## src/rtl/mem_port_arbiter.sv

```systemverilog
// Two-port arbiter sharing one valid/ready memory port (port 0 = load/store, port 1 = fetch).
// One transaction in flight; the response is passed straight through to the port that issued it.
module mem_port_arbiter #(
    parameter int ADDR_W = 32,
    parameter int DATA_W = 32,
    parameter int RR_EN  = 1
) (
    input  logic              clk,
    input  logic              reset,
    input  logic [1:0]        req_valid,
    output logic [1:0]        req_ready,
    input  logic [ADDR_W-1:0] req_addr0,
    input  logic [ADDR_W-1:0] req_addr1,
    input  logic [1:0]        req_we,
    input  logic [DATA_W-1:0] req_wdata0,
    input  logic [DATA_W-1:0] req_wdata1,
    output logic [1:0]        resp_valid,
    input  logic [1:0]        resp_ready,
    output logic [DATA_W-1:0] resp_data,
    output logic              mem_req_valid,
    input  logic              mem_req_ready,
    output logic [ADDR_W-1:0] mem_req_addr,
    output logic              mem_req_we,
    output logic [DATA_W-1:0] mem_req_wdata,
    input  logic              mem_resp_valid,
    output logic              mem_resp_ready,
    input  logic [DATA_W-1:0] mem_resp_data,
    output logic              busy
);

    typedef enum logic [1:0] {
        IDLE  = 2'd0,
        ISSUE = 2'd1,
        WAIT  = 2'd2
    } state_t;

    state_t              state_q, state_d;
    logic                owner_q, owner_d;
    logic                last_grant_q, last_grant_d;
    logic [ADDR_W-1:0]   addr_q, addr_d;
    logic                we_q, we_d;
    logic [DATA_W-1:0]   wdata_q, wdata_d;
    logic                grant_s;

    // Winner selection; on a tie round-robin favours the port not served last.
    always_comb begin
        grant_s = 1'b0;
        case (req_valid)
            2'b01:   grant_s = 1'b0;
            2'b10:   grant_s = 1'b1;
            2'b11:   grant_s = (RR_EN != 0) ? ~last_grant_q : 1'b0;
            default: grant_s = 1'b0;
        endcase
    end

    // Next-state and handshake logic.
    always_comb begin
        state_d        = state_q;
        owner_d        = owner_q;
        last_grant_d   = last_grant_q;
        addr_d         = addr_q;
        we_d           = we_q;
        wdata_d        = wdata_q;
        req_ready      = 2'b00;
        resp_valid     = 2'b00;
        mem_resp_ready = 1'b0;
        case (state_q)
            IDLE: begin
                if (req_valid != 2'b00) begin
                    req_ready[grant_s] = 1'b1;
                    owner_d            = grant_s;
                    addr_d             = grant_s ? req_addr1 : req_addr0;
                    we_d               = req_we[grant_s];
                    wdata_d            = grant_s ? req_wdata1 : req_wdata0;
                    state_d            = ISSUE;
                end else begin
                    state_d = IDLE;
                end
            end
            ISSUE: begin
                if (mem_req_ready) begin
                    state_d = WAIT;
                end else begin
                    state_d = ISSUE;
                end
            end
            WAIT: begin
                // Only the owner sees the response; a stalled owner holds us here.
                resp_valid[owner_q] = mem_resp_valid;
                mem_resp_ready      = resp_ready[owner_q];
                if (mem_resp_valid && resp_ready[owner_q]) begin
                    last_grant_d = owner_q;
                    state_d      = IDLE;
                end else begin
                    state_d = WAIT;
                end
            end
            default: begin
                state_d = IDLE;
            end
        endcase
    end

    assign mem_req_valid = (state_q == ISSUE);
    assign mem_req_addr  = addr_q;
    assign mem_req_we    = we_q;
    assign mem_req_wdata = wdata_q;
    assign resp_data     = (state_q == WAIT) ? mem_resp_data : {DATA_W{1'b0}};
    assign busy          = (state_q != IDLE);

    // State and request latch registers.
    always_ff @(posedge clk) begin
        if (reset) begin
            state_q      <= IDLE;
            owner_q      <= 1'b0;
            last_grant_q <= 1'b1;
            addr_q       <= {ADDR_W{1'b0}};
            we_q         <= 1'b0;
            wdata_q      <= {DATA_W{1'b0}};
        end else begin
            state_q      <= state_d;
            owner_q      <= owner_d;
            last_grant_q <= last_grant_d;
            addr_q       <= addr_d;
            we_q         <= we_d;
            wdata_q      <= wdata_d;
        end
    end

endmodule

```

## config.mk

```make
export PLATFORM = sky130hd
export DESIGN_NAME = mem_port_arbiter
export DESIGN_NICKNAME = d
export VERILOG_FILES = /design/src/rtl/mem_port_arbiter.sv
export SDC_FILE = /design/constraint.sdc
export NUM_CORES = 1
export LEC_CHECK = 0
export ABC_AREA = 1
export ABC_CLOCK_PERIOD_IN_PS = 1280
export BUFFER_PORTS_ARGS = -buffer_cell sky130_fd_sc_hd__buf_2
export CAP_MARGIN = 20
export CORE_AREA = 2 2 107 109
export DETAILED_ROUTE_END_ITERATION = 7
export DIE_AREA = 0 0 109 111
export PLACE_DENSITY_LB_ADDON = 0.2
export SLEW_MARGIN = 40
export SYNTH_ARGS = -nofsm -noshare
export SYNTH_HDL_FRONTEND = slang
export SYNTH_SLANG_ARGS = --single-unit
```

## constraint.sdc

```tcl
create_clock -name clk -period 1.28 [get_ports clk]
set_clock_uncertainty 0.05 [all_clocks]
set_input_delay 0.256 -clock clk [delete_from_list [all_inputs] [get_ports clk]]
set_output_delay 0.256 -clock clk [all_outputs]
set_load 0.01 [all_outputs]
```

## Yosys cells after proc, flatten, opt, wreduce, memory -nomap -nowiden

Index checks and enable logic that the tools add are counted.

- Register bits: 69
- Output and inout port bits: 104

- Magnitude comparators: 4
- Equality and inequality tests: 4
- Multiplexer cells: 20
- Bitwise operators: 2
- Reduce and logical (&&, ||, !) cells: 8

Operators by type and width:

| kind | number |
|---|---|
| $mux W32 | 3 |
| $mux W2 | 5 |
| $mux W1 | 8 |
| $eq A2 B2 Y1 const B | 3 |
| $pmux W2 S3 | 1 |
| $lt A1 B2 Y1 const B | 2 |
| $reduce_and A2 Y1 | 2 |
| $reduce_bool A2 Y1 | 2 |
| $logic_and A1 B1 Y1 | 3 |
| $and A2 B2 Y2 | 1 |
| $demux W1 S1 | 2 |
| $eq A2 B1 Y1 const B | 1 |
| $ge A1 B1 Y1 const B | 2 |
| $logic_not A2 Y1 | 1 |
| $pmux W1 S2 | 1 |
| $not A1 Y1 | 1 |

## Longest topological paths before layout

- Word-level depth: 8
- Mapped depth: 8
- Depth with buffers taken out: 6

## Least setup slack after synthesis

Ideal clock, no wire load.

- Path kind: register to output
- Start point: reg last_grant_q
- End point: out req_ready[0]
- Arrival: 1.007 ns
- Slack: -0.033 ns
- Stages on the path, launching flop included: 7
- Path buffers: 2
- Path through: dfxtp_1 > nand2_1 > nand2_1 > buf_2 > buf_4 > inv_1 > nor2_1

- Cells in the longest elaborated chain, start to end: 8

RTL lines:

| item | line | text |
|---|---|---|
| start: declaration | 39 | `logic last_grant_q, last_grant_d;` |
| start signal: assignment | 123 | `last_grant_q <= last_grant_d;` |
| $not A1 Y1 * | 51 | `2'b11: grant_s = (RR_EN != 0) ? ~last_grant_q : 1'b0;` |
| $pmux W1 S2 * | 48 | `case (req_valid)` |
| $lt A1 B2 Y1 (not written as such) / $ge A1 B1 Y1 (equally long branches) | 70 | `req_ready[grant_s] = 1'b1;` |
| $logic_and A1 B1 Y1 (not written as such) | 70 |  |
| $mux W1 (not written as such) | 70 |  |
| $demux W1 S1 * | 70 |  |
| $mux W2 * | 69 | `if (req_valid != 2'b00) begin` |
| $mux W2 * | 67 | `case (state_q)` |
| end: declaration | 11 | `output logic [1:0] req_ready,` |

Every way passes the cells marked *; elsewhere a longest branch is shown, timed or not.

## Worst setup path after layout

- Start point: reg state_q[0]
- End point: out resp_data[26]

- Cells in the longest elaborated chain, start to end: 2

RTL lines:

| item | line | text |
|---|---|---|
| start: declaration | 37 | `state_t state_q, state_d;` |
| start signal: assignment | 121 | `state_q <= state_d;` |
| $eq A2 B2 Y1 | 108 | `assign resp_data = (state_q == WAIT) ? mem_resp_data : {DATA_W{1'b0}};` |
| $mux W32 | 108 |  |
| end: declaration | 19 | `output logic [DATA_W-1:0] resp_data,` |

No other way between the ends.

==> flow_summary.toml <==
[setup_path]
critPathMaxStageDelay_ns = 0.33
cp-start-kind = "flip-flop"
required_ns = 0.97
critical_path_arrival_ns = 1.23
cp-end-kind = "output port"
criticalPathCategory = "flip-flop to output port"
cp_slowest_cell = "dfxtp_2"
worstPathCellList = "inv_4 > nand2_8 > clkbuf_16 > nor2_2 > buf_2"
path_max_fanout = 8

[layout]
area_growth_pct = 89.2
final_layout_size_suffix_gt1_share_pct = 54.4
layout_commonest_cell = "buf_2"
antennaDiodeCount = 0
nNetsFinal = 1059
layout_common_cells = "260 x buf_2, 189 x nand2_1, 65 x dfxtp_1"

[clocking]
cts_tree = "done"
numCtsBuffers = 9
postCtsHoldBufs = 0
cts.sinks = 69
cts_max_level = 3
cts-root-buf = "clkbuf_16"
cts_max_path_buffers = 2
clkLatencyLatePin_ns = 0.32
path_clk_slew_ns = 0.05

[timing]
rsz0062_at_grt = "true"
slew_viol_final = 0
max_freq_mhz = 651
hold_viol = 0
tightest_slew_ns = 0.322
min_period_ns = 1.53
finalWorstSetupSlack_ns = -0.255
finalHoldWorstSlack_ns = 0.146
finalCritPeriodShare_pct = 120
max-slew-margin-rel_pct = 78.6
setup_violations = 104

[pwr]
powerDensity_nw_per_um2 = 1090
switching_share_pct = 31.7
p_sw_mw = 2.44
p_seq_share_pct = 32.0
power_leakage_nw = 3.80
p_int_mw = 5.26
ir_worst_vdd_uv = 620
pwr-share-clk_pct = 33.1
power_frac_comb_pct = 34.9

[die]
start_util_pct = 33.6
design.core.area_um2 = 11100
ios = 274
dieArea_um2 = 12100
die_x_um = 109
rows = 39
die_h_um = 111

[synthesis]
ys_types = 15
syn_area_per_cell_um2 = 6.12
postSynthCellCount = 608
synth_top_area_share_pct = 37.1
yosysTopAreaCell = "dfxtp_1"
synthTopCellsByArea = "dfxtp_1 37%, nand2_1 24%, a21oi_1 9.3%"
syn-num-nets = 778
yosysWarnings = 0
synth-seq-cells = 69
seq_area_frac_synth_pct = 37.1
syn_area_um2 = 3720

[global_route]
grt_max_degree = 38
gr-usage-all-layers_pct = 21.4
antenna_found_initial = 0
grt-ovfl-total = 0
grt_pass1_vias = 4355
grt_pass1_wl_um = 20500

[route]
routed_wl_um = 15500
vias = 4947
drt-initial-drc-count = 253
routedWlPerCell_um = 14.9
antenna_left = 0
route.detailed.drc = 0
dr.pass1.iters = 4
via_per_inst = 4.77

[placed_design]
gp_congestion = 0.797
pre_cts_slack_ns = -0.0480
io_buffers = 273
hpwl_um = 9530

[job]
cap_viol_max_count = 0

[worst_hold_path]
hp-class = "input port to flip-flop"

[status]
status = "complete, but fails checks"
violations = "negative setup slack"
## worst max-delay path, delay by kind of cell, from the launching register on
kind | cells | cell delay, ns
buffers and inverters | 3 | 0.42
DFF | 1 | 0.33
and+or+nand+nor | 2 | 0.16
## per-layer routing
metal	share of wire [%]	GRT usage [%]
met1	40	23.4
met2	51	38.5
met4	2.1	8.38
met3	7.0	5.88
met5	0	0
## cells by family (layout without fill, tap and decap cells)
logic type	Yosys count	in the layout	share of synthesized area, %
AO/OA/AOI/OAI	70	70	9.49
buffers and inverters	109	395	12.8
flip-flops	69	69	37.1
AND/OR/NAND/NOR	360	360	40.6
## through the flow
stage	utilization [%]	power, mW	cells	setup TNS [ns]	cell area, µm²
floorplan	-	3.41	608	0	3720
global placement	47.8	4.16	996	-1.07	5300
detailed placement	47.8	4.17	996	-1.54	5300
CTS	52.9	6.93	1020	-12.65	5860
global route	63.5	8.07	1037	-19.17	7040
finish	63.5	7.69	1037	-14.12	7040
## path summary, 6_finish.rpt
| kind | start | to | slack [ns] | cells after the start |
|---|---|---|---|---|
| worst min register to register | mem_req_addr[2] | mem_req_addr[2] | 0.40 | 2 |
| worst max-delay path | state_q[0] | resp_data[26] | -0.25 | 5 |
| worst min-delay path | mem_req_ready | state_q[1] | 0.15 | 3 |
| worst max register to register | state_q[0] | mem_req_addr[13] | -0.15 | 8 |
## repair_timing
| item | CTS | global route |
|---|---|---|
| pin swaps | 4 | 106 |
| endpoints found under the setup margin | 41 | 106 |
| setup buffers | 5 | 4 |
| resized for setup | 42 | 205 |
| gates cloned | 3 | 16 |
## power by group through the flow
stage          logic, mW  clock network [mW]  registers, mW
2_1_floorplan      0.823                   0           2.59
3_3_place_gp        1.67                   0           2.49
3_5_place_dp        1.67                   0           2.50
4_1_cts             1.87                2.60           2.46
5_1_grt             2.89                2.70           2.48
6_report            2.68                2.55           2.46
## state kept, by name (all words and copies together) (netlist names)
name           cells
state_q            2
mem_req_addr      32
last_grant_q       1
owner_q            1
mem_req_we         1
mem_req_wdata     32
## layout make-up
class                   instances  area (µm²)
fillers                      1024        4040
multi-input cells             430        2640
repair buffers                316        2270
flip-flops and latches         69        1390
clock buffers                  11         253
inverters                      63         246
well taps                     143         179
clock inverters                 5        58.8
## synthesized netlist by cell type
library cell	instances
inv_2	1
nor2_2	1
nand3b_1	20
o211ai_1	1
inv_1	62
nand2_1	235
clkbuf_1	14
nor2_1	39
buf_1	4
buf_4	10
nand3_1	65
buf_6	1
buf_2	17
dfxtp_1	69
a21oi_1	69
Note: power is estimated with default switching activity, not from simulation.
